`src/rtl/wb_network_v_pkg.sv`:
```
`default_nettype none
// ============================================================================
// Module : pkg_tpu
// Desc   : Shared types and widths for the TPU write-back network.
// Rev    : 1.0 - initial release
// ============================================================================
package pkg_tpu;

    localparam int NUM_WB_SRC = 3;
    localparam int IDX_W      = 5;
    localparam int DATA_W     = 32;

    typedef logic [IDX_W-1:0]  index_t;
    typedef logic [DATA_W-1:0] data_t;

    typedef struct packed {
        index_t idx;
        data_t  data;
    } wb_entry_t;

endpackage
`default_nettype wire

```
`src/rtl/wb_network_v_fifo.sv`:
```
`default_nettype none
// ============================================================================
// Module : WB_FIFO
// Desc   : Per-source result buffer; head entry is visible combinationally.
// Rev    : 1.0 - initial release
// ============================================================================
module WB_FIFO
    import pkg_tpu::*;
#(
    parameter int FIFO_DEPTH = 4
) (
    input  logic      clk,
    input  logic      rst,
    input  logic      i_push,
    input  wb_entry_t i_entry,
    input  logic      i_pop,
    output wb_entry_t o_head,
    output logic      o_full,
    output logic      o_empty
);

    localparam int            c_AW   = $clog2(FIFO_DEPTH);
    localparam logic [c_AW:0] c_FULL = FIFO_DEPTH[c_AW:0];

    logic [c_AW-1:0] r_wr_ptr;
    logic [c_AW-1:0] r_rd_ptr;
    logic [c_AW:0]   r_count;
    wb_entry_t       r_mem [FIFO_DEPTH];
    logic            w_push;
    logic            w_pop;

    assign o_full  = (r_count == c_FULL);
    assign o_empty = (r_count == '0);
    assign w_push  = i_push & ~o_full;
    assign w_pop   = i_pop & ~o_empty;
    assign o_head  = r_mem[r_rd_ptr];

    always_ff @(posedge clk or posedge rst) begin
        if (rst) begin
            r_wr_ptr <= '0;
            r_rd_ptr <= '0;
            r_count  <= '0;
        end else begin
            if (w_push) r_wr_ptr <= r_wr_ptr + 1'b1;
            if (w_pop)  r_rd_ptr <= r_rd_ptr + 1'b1;
            case ({w_push, w_pop})
                2'b10:   r_count <= r_count + 1'b1;
                2'b01:   r_count <= r_count - 1'b1;
                default: r_count <= r_count;
            endcase
        end
    end

    // Storage carries no reset; validity is tracked entirely by the pointers.
    always_ff @(posedge clk) begin
        if (w_push) r_mem[r_wr_ptr] <= i_entry;
    end

endmodule
`default_nettype wire

```
`src/rtl/wb_network_v.sv`:
```
`default_nettype none
// ============================================================================
// Module : wb_network_v
// Desc   : Round-robin write-back arbiter over per-source FIFOs.
//          Optional forwarding outputs enabled by WB_NETWORK_BYPASS_EN.
// Rev    : 1.0 - initial release
// ============================================================================
module wb_network_v
    import pkg_tpu::*;
#(
    parameter int NUM_SRC    = NUM_WB_SRC,
    parameter int FIFO_DEPTH = 4
) (
    input  logic                 clock,
    input  logic                 reset,
    input  logic [NUM_SRC-1:0]   I_Valid,
    input  index_t [NUM_SRC-1:0] I_DstIdx,
    input  data_t  [NUM_SRC-1:0] I_Data,
    output logic [NUM_SRC-1:0]   O_Ready,
    input  logic                 I_Stall,
    output logic                 O_WB_Req,
    output index_t               O_WB_DstIdx,
    output data_t                O_WB_Data,
    output logic                 O_Bypass_Valid,
    output index_t               O_Bypass_DstIdx,
    output data_t                O_Bypass_Data,
    output logic                 O_Empty
);

    localparam int c_PW = (NUM_SRC > 1) ? $clog2(NUM_SRC) : 1;

    logic [NUM_SRC-1:0] w_full;
    logic [NUM_SRC-1:0] w_empty;
    logic [NUM_SRC-1:0] w_pop;
    wb_entry_t          w_head  [NUM_SRC];
    wb_entry_t          w_entry [NUM_SRC];

    logic [c_PW-1:0]    r_ptr;
    logic [c_PW-1:0]    w_gnt_idx;
    logic [c_PW-1:0]    w_ptr_nxt;
    logic               w_gnt;
    int                 w_cand;

    logic               r_wb_req;
    wb_entry_t          r_wb_entry;

    generate
        for (genvar s = 0; s < NUM_SRC; s++) begin : g_fifo
            assign w_entry[s] = '{idx: I_DstIdx[s], data: I_Data[s]};

            WB_FIFO #(
                .FIFO_DEPTH(FIFO_DEPTH)
            ) u_fifo (
                .clk     (clock),
                .rst     (reset),
                .i_push  (I_Valid[s] & ~w_full[s]),
                .i_entry (w_entry[s]),
                .i_pop   (w_pop[s]),
                .o_head  (w_head[s]),
                .o_full  (w_full[s]),
                .o_empty (w_empty[s])
            );
        end
    endgenerate

    // Ready comes from registered occupancy only, so a full FIFO stays closed
    // even on the cycle it is being drained.
    assign O_Ready = ~w_full;

    always_comb begin
        w_gnt     = 1'b0;
        w_gnt_idx = '0;
        w_cand    = 0;
        w_pop     = '0;
        for (int k = 0; k < NUM_SRC; k++) begin
            w_cand = int'(r_ptr) + k;
            if (w_cand >= NUM_SRC) w_cand = w_cand - NUM_SRC;
            if (!w_gnt && !I_Stall && !w_empty[w_cand]) begin
                w_gnt     = 1'b1;
                w_gnt_idx = c_PW'(w_cand);
            end
        end
        if (w_gnt) w_pop[w_gnt_idx] = 1'b1;
    end

    assign w_ptr_nxt = (w_gnt_idx == c_PW'(NUM_SRC - 1)) ? '0 : w_gnt_idx + 1'b1;

    always_ff @(posedge clock or posedge reset) begin
        if (reset) begin
            r_ptr      <= '0;
            r_wb_req   <= 1'b0;
            r_wb_entry <= '0;
        end else begin
            r_wb_req   <= w_gnt;
            r_wb_entry <= w_gnt ? w_head[w_gnt_idx] : '0;
            if (w_gnt) r_ptr <= w_ptr_nxt;
        end
    end

    assign O_WB_Req    = r_wb_req;
    assign O_WB_DstIdx = r_wb_entry.idx;
    assign O_WB_Data   = r_wb_entry.data;
    assign O_Empty     = (&w_empty) & ~r_wb_req;

`ifdef WB_NETWORK_BYPASS_EN
    assign O_Bypass_Valid  = r_wb_req;
    assign O_Bypass_DstIdx = r_wb_entry.idx;
    assign O_Bypass_Data   = r_wb_entry.data;
`else
    assign O_Bypass_Valid  = 1'b0;
    assign O_Bypass_DstIdx = '0;
    assign O_Bypass_Data   = '0;
`endif

endmodule
`default_nettype wire

```
`config.mk`:
```
export PLATFORM = sky130hd
export DESIGN_NAME = wb_network_v
export DESIGN_NICKNAME = d
export VERILOG_FILES = /design/src/rtl/wb_network_v_pkg.sv /design/src/rtl/wb_network_v_fifo.sv /design/src/rtl/wb_network_v.sv
export SDC_FILE = /design/constraint.sdc
export NUM_CORES = 1
export LEC_CHECK = 0
export BUFFER_PORTS_ARGS = -buffer_cell sky130_fd_sc_hd__buf_2
export CAP_MARGIN = 15
export CORE_MARGIN = 2
export CORE_UTILIZATION = 63
export DETAILED_ROUTE_END_ITERATION = 8
export PLACE_DENSITY = 0.84
export SLEW_MARGIN = 25
export SYNTH_ARGS = -nofsm -noshare
export SYNTH_HDL_FRONTEND = slang
export SYNTH_SLANG_ARGS = --single-unit
export TNS_END_PERCENT = 10
```
`constraint.sdc`:
```
create_clock -name clock -period 5.5 [get_ports clock]
set_input_delay 0.275 -clock clock [delete_from_list [all_inputs] [get_ports clock]]
set_output_delay 0.275 -clock clock [all_outputs]
set_load 0.005 [all_outputs]
```
Yosys cells after proc, flatten, opt, wreduce, memory -nomap -nowiden
Memories as Yosys holds them, arrays and structs flattened. Index checks and enable logic that the tools add are counted.

Bits in registers: 61. RAM bits: 444. Bits of input ports: 117. Output and inout port bits: 80. Logic and storage cells: 126. Memories kept: 3.

Add/subtract/negate cells: 18. $lt $le $gt $ge: 9. Equality and inequality tests: 10. Mux-type cells: 35. Bitwise operators: 19. Reduce and logical (&&, ||, !) cells: 19.

Memories: g_fifo[0].u_fifo.r_mem (depth 4, width 37, rd ports 1, clocked after memory_dff 0, write ports 1, line wb_network_v_fifo.sv:28) `wb_entry_t r_mem [FIFO_DEPTH];`; g_fifo[1].u_fifo.r_mem (depth 4, width 37, rd ports 1, clocked after memory_dff 0, write ports 1, line wb_network_v_fifo.sv:28); g_fifo[2].u_fifo.r_mem (depth 4, width 37, rd ports 1, clocked after memory_dff 0, write ports 1, line wb_network_v_fifo.sv:28).

Operators by type and width (number): $mux 37 (3); $lt 32x4->1 const B (3); $mux 32 (3); $bmux 37 s2 (1); $pmux 3 s2 (3); $mux 1 (16); $add 2x1->2 const B (7); $and 1x1->1 (10); $add 3x1->3 const B (3); $eq 3x3->1 const B (3); $logic_not 3->1 (3); $sub 3x1->3 const B (3); $eq 2x2->1 const B (4); $mux 2 (4); $sub 3x2->4 const B (2); $not 1->1 (7); $bmux 1 s2 (3); $eq 2x1->1 const B (3); $ge 3x2->1 const B (2); $logic_and 1x1->1 (6); $logic_not 1->1 (6); $reduce_bool 2->1 (3); $add 2x1->3 const B (1); $add 2x2->3 const B (1); 10 further kinds (10).

Depth between registers and ports, before layout
Gate-level depths: netlist of the first run.

Depth in word-level cells: 24. Gate-level depth with buffers: 16. Gate-level depth less buffers: 14.

Modules after synthesis
From an unflattened synthesis of the first run, not the netlist that was laid out.

Cell total of the unflattened synthesis: 923. Area, all modules: 19677.6 µm².

Modules (own cells, without submodules): WB_FIFO (instances 3, cells an instance 231, area an instance 5759.3 µm², seq. area each 4619.4 µm²); wb_network_v (instances 1, cells an instance 230, area an instance 2399.8 µm², seq. area each 1001.0 µm²).

Worst setup path after synthesis of the first run
OpenSTA, ideal clock, no wires.

Kind: register to register. From: reg r_ptr[0]. To: reg g_fifo[2].u_fifo.r_count[2]. Library setup time: 0.079 ns. Data arrival time: 3.121 ns. Required time: 5.421 ns. Path slack: 2.300 ns. Stages on the path, launching flop included: 17. Buffers on the path: 2. Period minus slack after synthesis: 3.200 ns. Path through: dfrtp_1 > inv_1 > ha_1 > or4_1 > o211ai_1 > a211oi_1 > a21oi_1 > or3_4 > buf_6 > buf_6 > inv_1 > ha_1 > inv_1 > fa_1 > xor2_1 > nor2_1 > xor2_1.

Cells in the longest elaborated chain, start to end: 24. Elaborated cells on any way between the ends: 47. Those cells by class: 5 x add/sub; 5 x order compare; 2 x eq/ne; 22 x mux; 1 x bitwise; 12 x reduce/logical.

RTL lines: from (decl) (line wb_network_v.sv:38) `logic [c_PW-1:0] r_ptr;`; from (signal assigned) (line wb_network_v.sv:96) `if (w_gnt) r_ptr <= w_ptr_nxt;`; branches (longest 20 deep; another with $sub 3x2->4); $mux 3 (*) (line wb_network_v.sv:83) `if (w_gnt) w_pop[w_gnt_idx] = 1'b1;`; $and 1x1->1 (*) (line wb_network_v_fifo.sv:35) `assign w_pop = i_pop & ~o_empty;`; via g_fifo[2].u_fifo.w_pop (line wb_network_v_fifo.sv:30) `logic w_pop;`; $eq 2x1->1 / $eq 2x2->1 (equally long branches) (line wb_network_v_fifo.sv:46) `case ({w_push, w_pop})`; $pmux 3 s2 / $reduce_bool 2->1 (equally long branches); to (signal assigned) (line wb_network_v_fifo.sv:47) `2'b10: r_count <= r_count + 1'b1;`; to (signal assigned) (line wb_network_v_fifo.sv:48) `2'b01: r_count <= r_count - 1'b1;`; to (signal assigned) (line wb_network_v_fifo.sv:49) `default: r_count <= r_count;`; to (decl) (line wb_network_v_fifo.sv:27) `logic [c_AW:0] r_count;`.

Mark *: on every way through the listed nets, which the timed path passes. The select of a mux whose other input is x is not followed. A chain may end at the register's enable or synchronous reset.

Final worst setup path of the first run
From: reg r_ptr[0]. To: reg g_fifo[1].u_fifo.r_count[2].

Cells in the longest elaborated chain, start to end: 24. Elaborated cells on any way between the ends: 47. Those cells by class: 5 x add/sub; 5 x order compare; 2 x eq/ne; 22 x mux; 1 x bitwise; 12 x reduce/logical.

RTL lines (line): branches (longest 20 deep; another with $sub 3x2->4); $mux 3 (*) (wb_network_v.sv:83); $and 1x1->1 (*) (wb_network_v_fifo.sv:35); via g_fifo[1].u_fifo.w_pop (wb_network_v_fifo.sv:30); $eq 2x1->1 / $eq 2x2->1 (equally long branches) (wb_network_v_fifo.sv:46); $pmux 3 s2 / $reduce_bool 2->1 (equally long branches); to (signal assigned) (wb_network_v_fifo.sv:47); to (signal assigned) (wb_network_v_fifo.sv:48); to (signal assigned) (wb_network_v_fifo.sv:49); to (decl) (wb_network_v_fifo.sv:27).

Marked as above.

==> impl_metrics.tcl, run 1 <==
set metrics [dict create \
    postRouteAntennaNets 0 \
    power_leakage_nw 8.589 \
    synth.area.mux_share 0.1476 \
    post_drt_wl_per_cell_um 25.81 \
    fin_skew_ns 0.02363 \
    async_flop_share 0.1208 \
    area_growth_syn_to_layout_pct 19.08 \
    crit_path_start_kind "flip-flop" \
    grt_pass1_vias 10550 \
    die_height_um 180.3 \
    synth_compound_area_frac 0.01949 \
    critPathMaxStageDelay_ns 0.56 \
    cap_violations 0 \
    route.detailed.drc 0 \
    relSlewSlack 0.3017 \
    ys_warn_count 0 \
    violations "hold timing" \
    r2r_start "r_ptr[0]$_DFFE_PP0P_" \
    cts_tree "yes" \
    syn_area_mm2 0.01959 \
    post_cts_buffers 0 \
    insertion_delay_ns 0.56 \
    hold_path.class "in -> async" \
    ir_drop_mv 0.3623 \
    tns_ns 0 \
    arrival_ns 4.34 \
    ys_seq_area_frac 0.7587 \
    dp_hpwl_mm 24.56 \
    coreArea_mm2 0.03059 \
    nFillCells 1663 \
    ys_dominant_reg_cell "edfxtp_1" \
    htree_levels 2 \
    hold_viol_final 29 \
    synth-adder-area-share 0.01393 \
    io_pins 197 \
    ctsLongestPathBuffers 3 \
    cts_resized 0 \
    nNetsFinal 1374 \
    worst_slew_pin_slew_ns 1.047 \
    cp-startpoint "r_ptr[0]$_DFFE_PP0P_" \
    vias 10190 \
    p_per_area_mw_per_mm2 535.9 \
    period_needed_ns 3.880 \
    whs_ns -0.02336 \
    ys_types 46 \
    crit_type "reg -> reg" \
    antenna_found_initial 4 \
    grt_pass1_wl_mm 65.09 \
    fmax_mhz 257.8 \
    via_per_inst 6.093 \
    cp.required_ns 5.96 \
    dr.pass1.iters 5 \
    num_rows 64 \
    finalSetupViolCount 0 \
    synth_xor_xnor_area_share 0.008050 \
    grtUsageTotal 0.2690 \
    ys_ff_latch 505 \
    final-seq-area_mm2 0.01486 \
    start_util 0.6403 \
    grt_overflow 0 \
    drt_wl_total_mm 43.18 \
    crit_chain "inv_1 > ha_1 > or4_1 > a2111oi_2 > a21oi_4 > buf_4 > nor2b_2 > ha_1 > inv_1 > fa_1 > xor2_1 > nor2_1 > xor2_1" \
    crit_fanout 39 \
    post_synth.cell_area_avg_um2 20.77 \
    grt_max_degree 62 \
    status "complete, but fails checks" \
    multi_input_area_mm2 0.004224 \
    numCtsBuffers 49 \
    cts-root-buf "clkbuf_16" \
    drive_gt1_frac 0.2873 \
    netlist_instances 943 \
    clk_pin_slew_ns 0.06 \
    die_w_um 180.3 \
    period_share 0.7054 \
    crit_path_top_delay_cell "or4_1" \
    port_buffers 158 \
    synth_edf_count 444 \
    synth_top_family_by_area "multiplexers" \
    clock_sinks 505 \
    die-area_mm2 0.03251 \
    rsz0062_at_grt "no" \
    drv_slew 0 \
    synthSimpleGateAreaFrac 0.01706 \
    routabilityCongestion 0.8437 \
    cp-end-kind "flip-flop" \
    first_iter_violations 1141 \
]
-- flip-flops by register name, indices dropped and copies added, names as in the netlist --
signal,cells
O_WB_DstIdx,5
g_fifo.u_fifo.r_count,9
O_WB_Data,32
g_fifo.u_fifo.r_rd_ptr,6
g_fifo.u_fifo.r_wr_ptr,6
O_WB_Req,1
r_ptr,2
g_fifo.u_fifo.r_mem,444
-- path summary, 6_finish.rpt --
kind | endpoint | slack [ns] | cells past startpoint
hold reg to reg | r_ptr[0]$_DFFE_PP0P_ | 0.54 | 1
setup reg to reg | g_fifo[1].u_fifo.r_count[2]$_DFFE_PP0P_ | 1.62 | 13
hold / removal | O_WB_DstIdx[2]$_DFF_PP0_ | -0.02 | 3
min in group clock | g_fifo[2].u_fifo.r_wr_ptr[0]$_DFFE_PP0P_ | 0.14 | 3
setup / recovery | g_fifo[1].u_fifo.r_count[2]$_DFFE_PP0P_ | 1.62 | 13
max in group asynchronous | g_fifo[2].u_fifo.r_rd_ptr[0]$_DFFE_PP0P_ | 4.90 | 3
-- layer usage --
layer	part of all wire	vias to the layer above	global-route usage
met5	0.00030	-	0
met4	0.028	2	0.08548
met3	0.066	83	0.04204
met2	0.52	513	0.4518
met1	0.39	5306	0.3713
li1	-	4289	-
-- cell usage in the layout, fill, tap and decap left out, types with 3 or more instances in the layout --
| master | synthesis | final |
|---|---|---|
| and2_1 | 3 | 3 |
| dlygate4sd3_1 | 0 | 111 |
| edfxtp_1 | 444 | 444 |
| clkbuf_1 | 18 | 16 |
| buf_2 | 8 | 158 |
| mux2i_1 | 39 | 39 |
| nand3_1 | 4 | 4 |
| mux4_2 | 111 | 111 |
| conb_1 | 1 | 38 |
| diode_2 | 0 | 3 |
| fa_1 | 3 | 3 |
| inv_1 | 62 | 61 |
| ha_1 | 17 | 17 |
| o22ai_1 | 37 | 37 |
| and3_4 | 0 | 5 |
| a21o_1 | 3 | 3 |
| xor2_1 | 9 | 9 |
| nor2_1 | 6 | 6 |
| nand2_1 | 7 | 7 |
| o21ai_0 | 7 | 7 |
| dfrtp_2 | 0 | 3 |
| clkbuf_16 | 0 | 51 |
| xnor2_1 | 9 | 9 |
| and3_2 | 0 | 7 |
| clkinv_2 | 0 | 5 |
| buf_4 | 39 | 9 |
| nor3_1 | 4 | 4 |
| clkinv_1 | 0 | 9 |
| dfrtp_1 | 61 | 58 |
| a21oi_1 | 5 | 4 |
-- logic make-up after synthesis --
group | count (synthesis)
DFF | 505
muxes | 150
buffers and inverters | 135
AOI/OAI and AO/OA | 60
and+or+nand+nor | 54
adders and majority gates | 20
xor gates and xnor gates | 18
other | 1
-- synth_stat cells, drive strengths merged (2+ instances only) --
library cell,instances,area [um2]
nor2b,2,15.02
mux2i,39,390.4
xor2,9,78.83
inv,62,232.7
nor4,2,12.51
nor3,4,20.02
nand2,7,26.28
nand3,4,20.02
buf,55,385.4
xnor2,9,78.83
o21ai,8,40.03
ha,17,212.7
clkbuf,18,67.56
a211oi,2,15.01
a21o,3,22.52
edfxtp,444,13330
and3,13,81.33
nand3b,2,15.01
o22ai,37,231.5
mux4,111,2500
a21oi,5,25.02
and2,4,27.53
or3,3,23.77
fa,3,60.06
o21bai,2,18.77
nor2,6,22.52
dfrtp,61,1526
nor4b,2,23.77
-- stage by stage --
step | worst slack, ns | util | instances | total power [mW] | area, um2
2_1_floorplan | 2.300 | - | 980 | 7.980 | 19720
3_3_place_gp | 1.899 | 0.6752 | 1470 | 8.998 | 20650
3_5_place_dp | 1.793 | 0.6752 | 1470 | 9.188 | 20650
4_1_cts | 1.735 | 0.7606 | 1669 | 12.42 | 23270
5_1_grt | 1.493 | 0.7623 | 1672 | 13.00 | 23320
6_report | 1.620 | 0.7624 | 1673 | 12.50 | 23320
-- what timing repair did --
action | CTS | global route
endpoints found under the hold margin | 444 | 0
hold buffers | 111 | 0
endpoints found under the setup margin | 0 | 0
-- layout make-up --
cell class,count,share of cell area
antenna,3,0.0003219
clock inverter,20,0.006492
timing repair buffer,279,0.08563
inverter,62,0.009979
tap,396,0.02125
multi-input combinational,340,0.1811
clock buffer,68,0.05789
sequential,505,0.6373
-- power breakdown --
part           switching, mW  internal (mW)
logic                   2.10           1.62
registers              0.434           5.15
clock network           1.38           1.81
total                   3.91           8.59
-- worst max-delay path, delay by kind of cell (launching register included) --
kind,cells,cell delay [ns]
adders and majority gates,3,1.02
DFF,1,0.37
and+or+nand+nor,3,1.04
buffers and inverters,3,0.48
xor gates and xnor gates,2,0.30
AOI/OAI and AO/OA,2,0.57
No activity file was read; power rests on OpenSTA's default activity.
==> inputs of run 2 (changes only) <==
--- a/config.mk
+++ b/config.mk
@@ -5,12 +5,13 @@
 export SDC_FILE = /design/constraint.sdc
 export NUM_CORES = 1
 export LEC_CHECK = 0
+export ABC_AREA = 1
 export BUFFER_PORTS_ARGS = -buffer_cell sky130_fd_sc_hd__buf_2
 export CAP_MARGIN = 15
 export CORE_MARGIN = 2
-export CORE_UTILIZATION = 63
+export CORE_UTILIZATION = 53
 export DETAILED_ROUTE_END_ITERATION = 8
-export PLACE_DENSITY = 0.84
+export PLACE_DENSITY = 0.75
 export SLEW_MARGIN = 25
 export SYNTH_ARGS = -nofsm -noshare
 export SYNTH_HDL_FRONTEND = slang
==> constraint.sdc (replaced) <==
create_clock -name clock -period 3.2 [get_ports clock]
set_input_delay 0.16 -clock clock [delete_from_list [all_inputs] [get_ports clock]]
set_output_delay 0.16 -clock clock [all_outputs]
set_load 0.005 [all_outputs]
==> impl_metrics.tcl, run 2 <==
set metrics [dict create \
    path_buf_inv 3 \
    drive_gt1_frac 0.1586 \
    post_synth.cell_area_avg_um2 12.39 \
    antenna_found_initial 1 \
    post_drt_wl_per_cell_um 19.82 \
    ys_ff_latch 505 \
    syn_area_mm2 0.02080 \
    largest_reg_flops 444 \
    grt_pass1_wl_mm 75.62 \
    synth_top_cell_by_area "edfxtp_1" \
    p_sw_frac 0.3761 \
    ys_warn_count 0 \
    cap_violations 0 \
    seqPwrFrac 0.386 \
    drt_wl_total_mm 49.43 \
    timing.rr.end "g_fifo[2].u_fifo.r_count[2]$_DFFE_PP0P_" \
    netlist_instances 1678 \
    clock_sinks 505 \
    ys_seq_area_frac 0.7145 \
    routabilityCongestion 0.8224 \
    via_per_inst 5.649 \
    pwr-share-clk 0.229 \
    r2r_cells 17 \
    numCtsBuffers 50 \
    ctsLongestPathBuffers 3 \
    synth.most_common_cell "edfxtp_1" \
    critPathMaxStageDelay_ns 0.43 \
    ys_types 32 \
    cpLargestDelayFamily "adder cells" \
    p_sw_mw 9.083 \
    r2r_start "r_ptr[0]$_DFFE_PP0P_" \
    grt_overflow 0 \
    hold_viol_final 0 \
    dp_cells 2289 \
    cp.required_ns 3.65 \
    synth_commonest_cells "edfxtp_1 (444), nand2_1 (395), nor2_1 (91)" \
    dp_hpwl_mm 31.00 \
    start_util 0.5381 \
    cts-root-buf "clkbuf_16" \
    crit_path_start_kind "flip-flop" \
    synth_top_area_share 0.6411 \
    drv_slew 0 \
    area_growth_syn_to_layout_pct 19.31 \
    final_common_cell "edfxtp_1" \
    synth.area.top_cells "edfxtp_1 (64%), dfrtp_1 (7.3%), nand2_1 (7.1%)" \
    relSlewSlack 0.4311 \
    p_per_area_mw_per_mm2 973.4 \
    fin_skew_ns 0.02584 \
    synth_edf_count 444 \
    postRouteAntennaNets 0 \
    cts_tree "yes" \
    grt_max_degree 77 \
    dr.pass1.iters 5 \
    htree_levels 2 \
    first_iter_violations 1259 \
    die_height_um 202.1 \
    comb_power_share 0.385 \
    whs_ns 0.2256 \
    crit_chain "inv_1 > ha_4 > inv_2 > nor2_1 > nand3_1 > nand2_1 > a21oi_4 > nand3_2 > nor2_2 > nor2_4 > nor2_2 > ha_1 > inv_1 > fa_1 > a21oi_1 > o21ai_0 > xor2_1" \
    coreArea_mm2 0.03865 \
    fmax_mhz 325.6 \
    die-area_mm2 0.04084 \
    arrival_ns 3.52 \
    cp-end-kind "flip-flop" \
    grt_pass1_vias 13440 \
    finalSetupViolCount 0 \
    regMostFlops "g_fifo.u_fifo.r_mem" \
    endpoint "g_fifo[2].u_fifo.r_count[2]$_DFFE_PP0P_" \
    final_cells 2494 \
    power_leakage_nw 9.553 \
    tns_ns 0 \
    port_buffers 158 \
    p_int_mw 15.07 \
    insertion_delay_ns 0.59 \
    nNetsFinal 2074 \
    rrSetupSlack_ns 0.13 \
    period_needed_ns 3.071 \
    num_rows 72 \
    die_w_um 202.1 \
    hold_path.class "in -> async" \
    crit_path_top_delay_cell "fa_1" \
    ys_dominant_reg_cell "edfxtp_1" \
    async_flop_share 0.1208 \
    worst_slew_pin_slew_ns 0.8534 \
    ir_drop_mv 0.5168 \
    vias 14090 \
    cp-startpoint "r_ptr[0]$_DFFE_PP0P_" \
    io_pins 197 \
    rsz0062_at_grt "no" \
    final_cell_mix "edfxtp_1 (444), nand2_1 (395), buf_2 (158), dlygate4sd3_1 (112), nand3_1 (84)" \
    status "finished clean" \
    grtUsageTotal 0.2400 \
    route.detailed.drc 0 \
    crit_fanout 4 \
    crit_cells 17 \
    crit_type "reg -> reg" \
    period_share 0.9596 \
    clk_pin_slew_ns 0.06 \
]
==> run 2: cell count changes in the layout (fill, tap and decap cells not counted), sizes merged, moves of 39 or more <==
| cell | before | now |
|---|---|---|
| nand2 | 7 | 400 |
| mux4 | 111 | 0 |
| nor2 | 6 | 98 |
| nand3 | 4 | 88 |
| a21oi | 5 | 82 |
| o21ai | 8 | 85 |
| a32o | 0 | 74 |
| nand4 | 0 | 43 |
| mux2i | 39 | 0 |
==> run 2: layout make-up <==
| cell class | instances | area (um2) |
|---|---|---|
| Fill cell | 2863 | 13840 |
| Antenna cell | 2 | 5.005 |
| Clock inverter | 19 | 146.4 |
| Inverter | 84 | 317.8 |
| Clock buffer | 70 | 1388 |
| Multi-Input combinational cell | 982 | 5126 |
| Timing Repair Buffer | 314 | 2317 |
| Tap cell | 518 | 648.1 |
| Sequential cell | 505 | 14860 |
==> run 2: timing repair <==
| action | 4_1_cts | 5_1_grt |
|---|---|---|
| endpoints found under the setup margin | 0 | 4 |
| resized for setup | 0 | 3 |
| hold buffers | 112 | 0 |
| setup buffers | 0 | 2 |
| hold endpoints to repair | 490 | 0 |
==> run 2: worst min-delay path by stage <==
stage	endpoint	from
after floorplan	g_fifo[0].u_fifo.r_mem[0][0]$_DFFE_PP_	I_Data[0]
after global placement	g_fifo[2].u_fifo.r_mem[0][32]$_DFFE_PP_	I_DstIdx[10]
after detailed placement	g_fifo[1].u_fifo.r_wr_ptr[1]$_DFFE_PP0P_	reset
after CTS	g_fifo[2].u_fifo.r_wr_ptr[0]$_DFFE_PP0P_	I_Valid[2]
after global routing	g_fifo[2].u_fifo.r_wr_ptr[0]$_DFFE_PP0P_	I_Valid[2]
final	O_WB_Req$_DFF_PP0_	reset
==> run 2: tightest hold or removal path, delay by kind of cell <==
family / cells / cell delay, ns
buffers and inverters: 3 / 1.12
==> run 2: stage by stage <==
stage	power (mW)	setup WS (ns)	util	area, um2
2_1_floorplan	15.39	0.4064	-	20940
3_3_place_gp	18.20	0.2542	0.5723	22120
3_5_place_dp	18.48	0.07457	0.5724	22120
4_1_cts	24.15	0.06172	0.6411	24780
5_1_grt	25.53	0.0001648	0.6419	24810
6_report	24.15	0.1292	0.6420	24810
==> run 2: power groups by stage <==
stage	logic [mW]	registers [mW]	clock network, mW
detailed placement	9.04	9.44	0
finish	9.29	9.32	5.53
global route	10.3	9.43	5.86
CTS	9.23	9.32	5.60
global placement	8.80	9.40	0
floorplan	6.02	9.38	0
==> run 2: routing by layer <==
metal	vias to the layer above	wire length, um	track usage	part of all wire
li1	6469	-	-	-
met1	7003	20510	0.3358	0.42
met2	552	24430	0.3956	0.49
met3	65	3398	0.03241	0.069
met4	0	1086	0.07274	0.022
met5	-	0	0	0
==> run 2: cell families (layout without fill, tap and decap cells) <==
logic type                 Yosys count  after routing  synth area share
xor gates and xnor gates            14             14          0.005896
other                                1             40         0.0001803
and+or+nand+nor                    631            631            0.1281
DFF                                505            505            0.7145
buffers and inverters              228            487           0.05042
AOI/OAI and AO/OA                  279            279           0.08778
adders and majority gates           20             20           0.01312
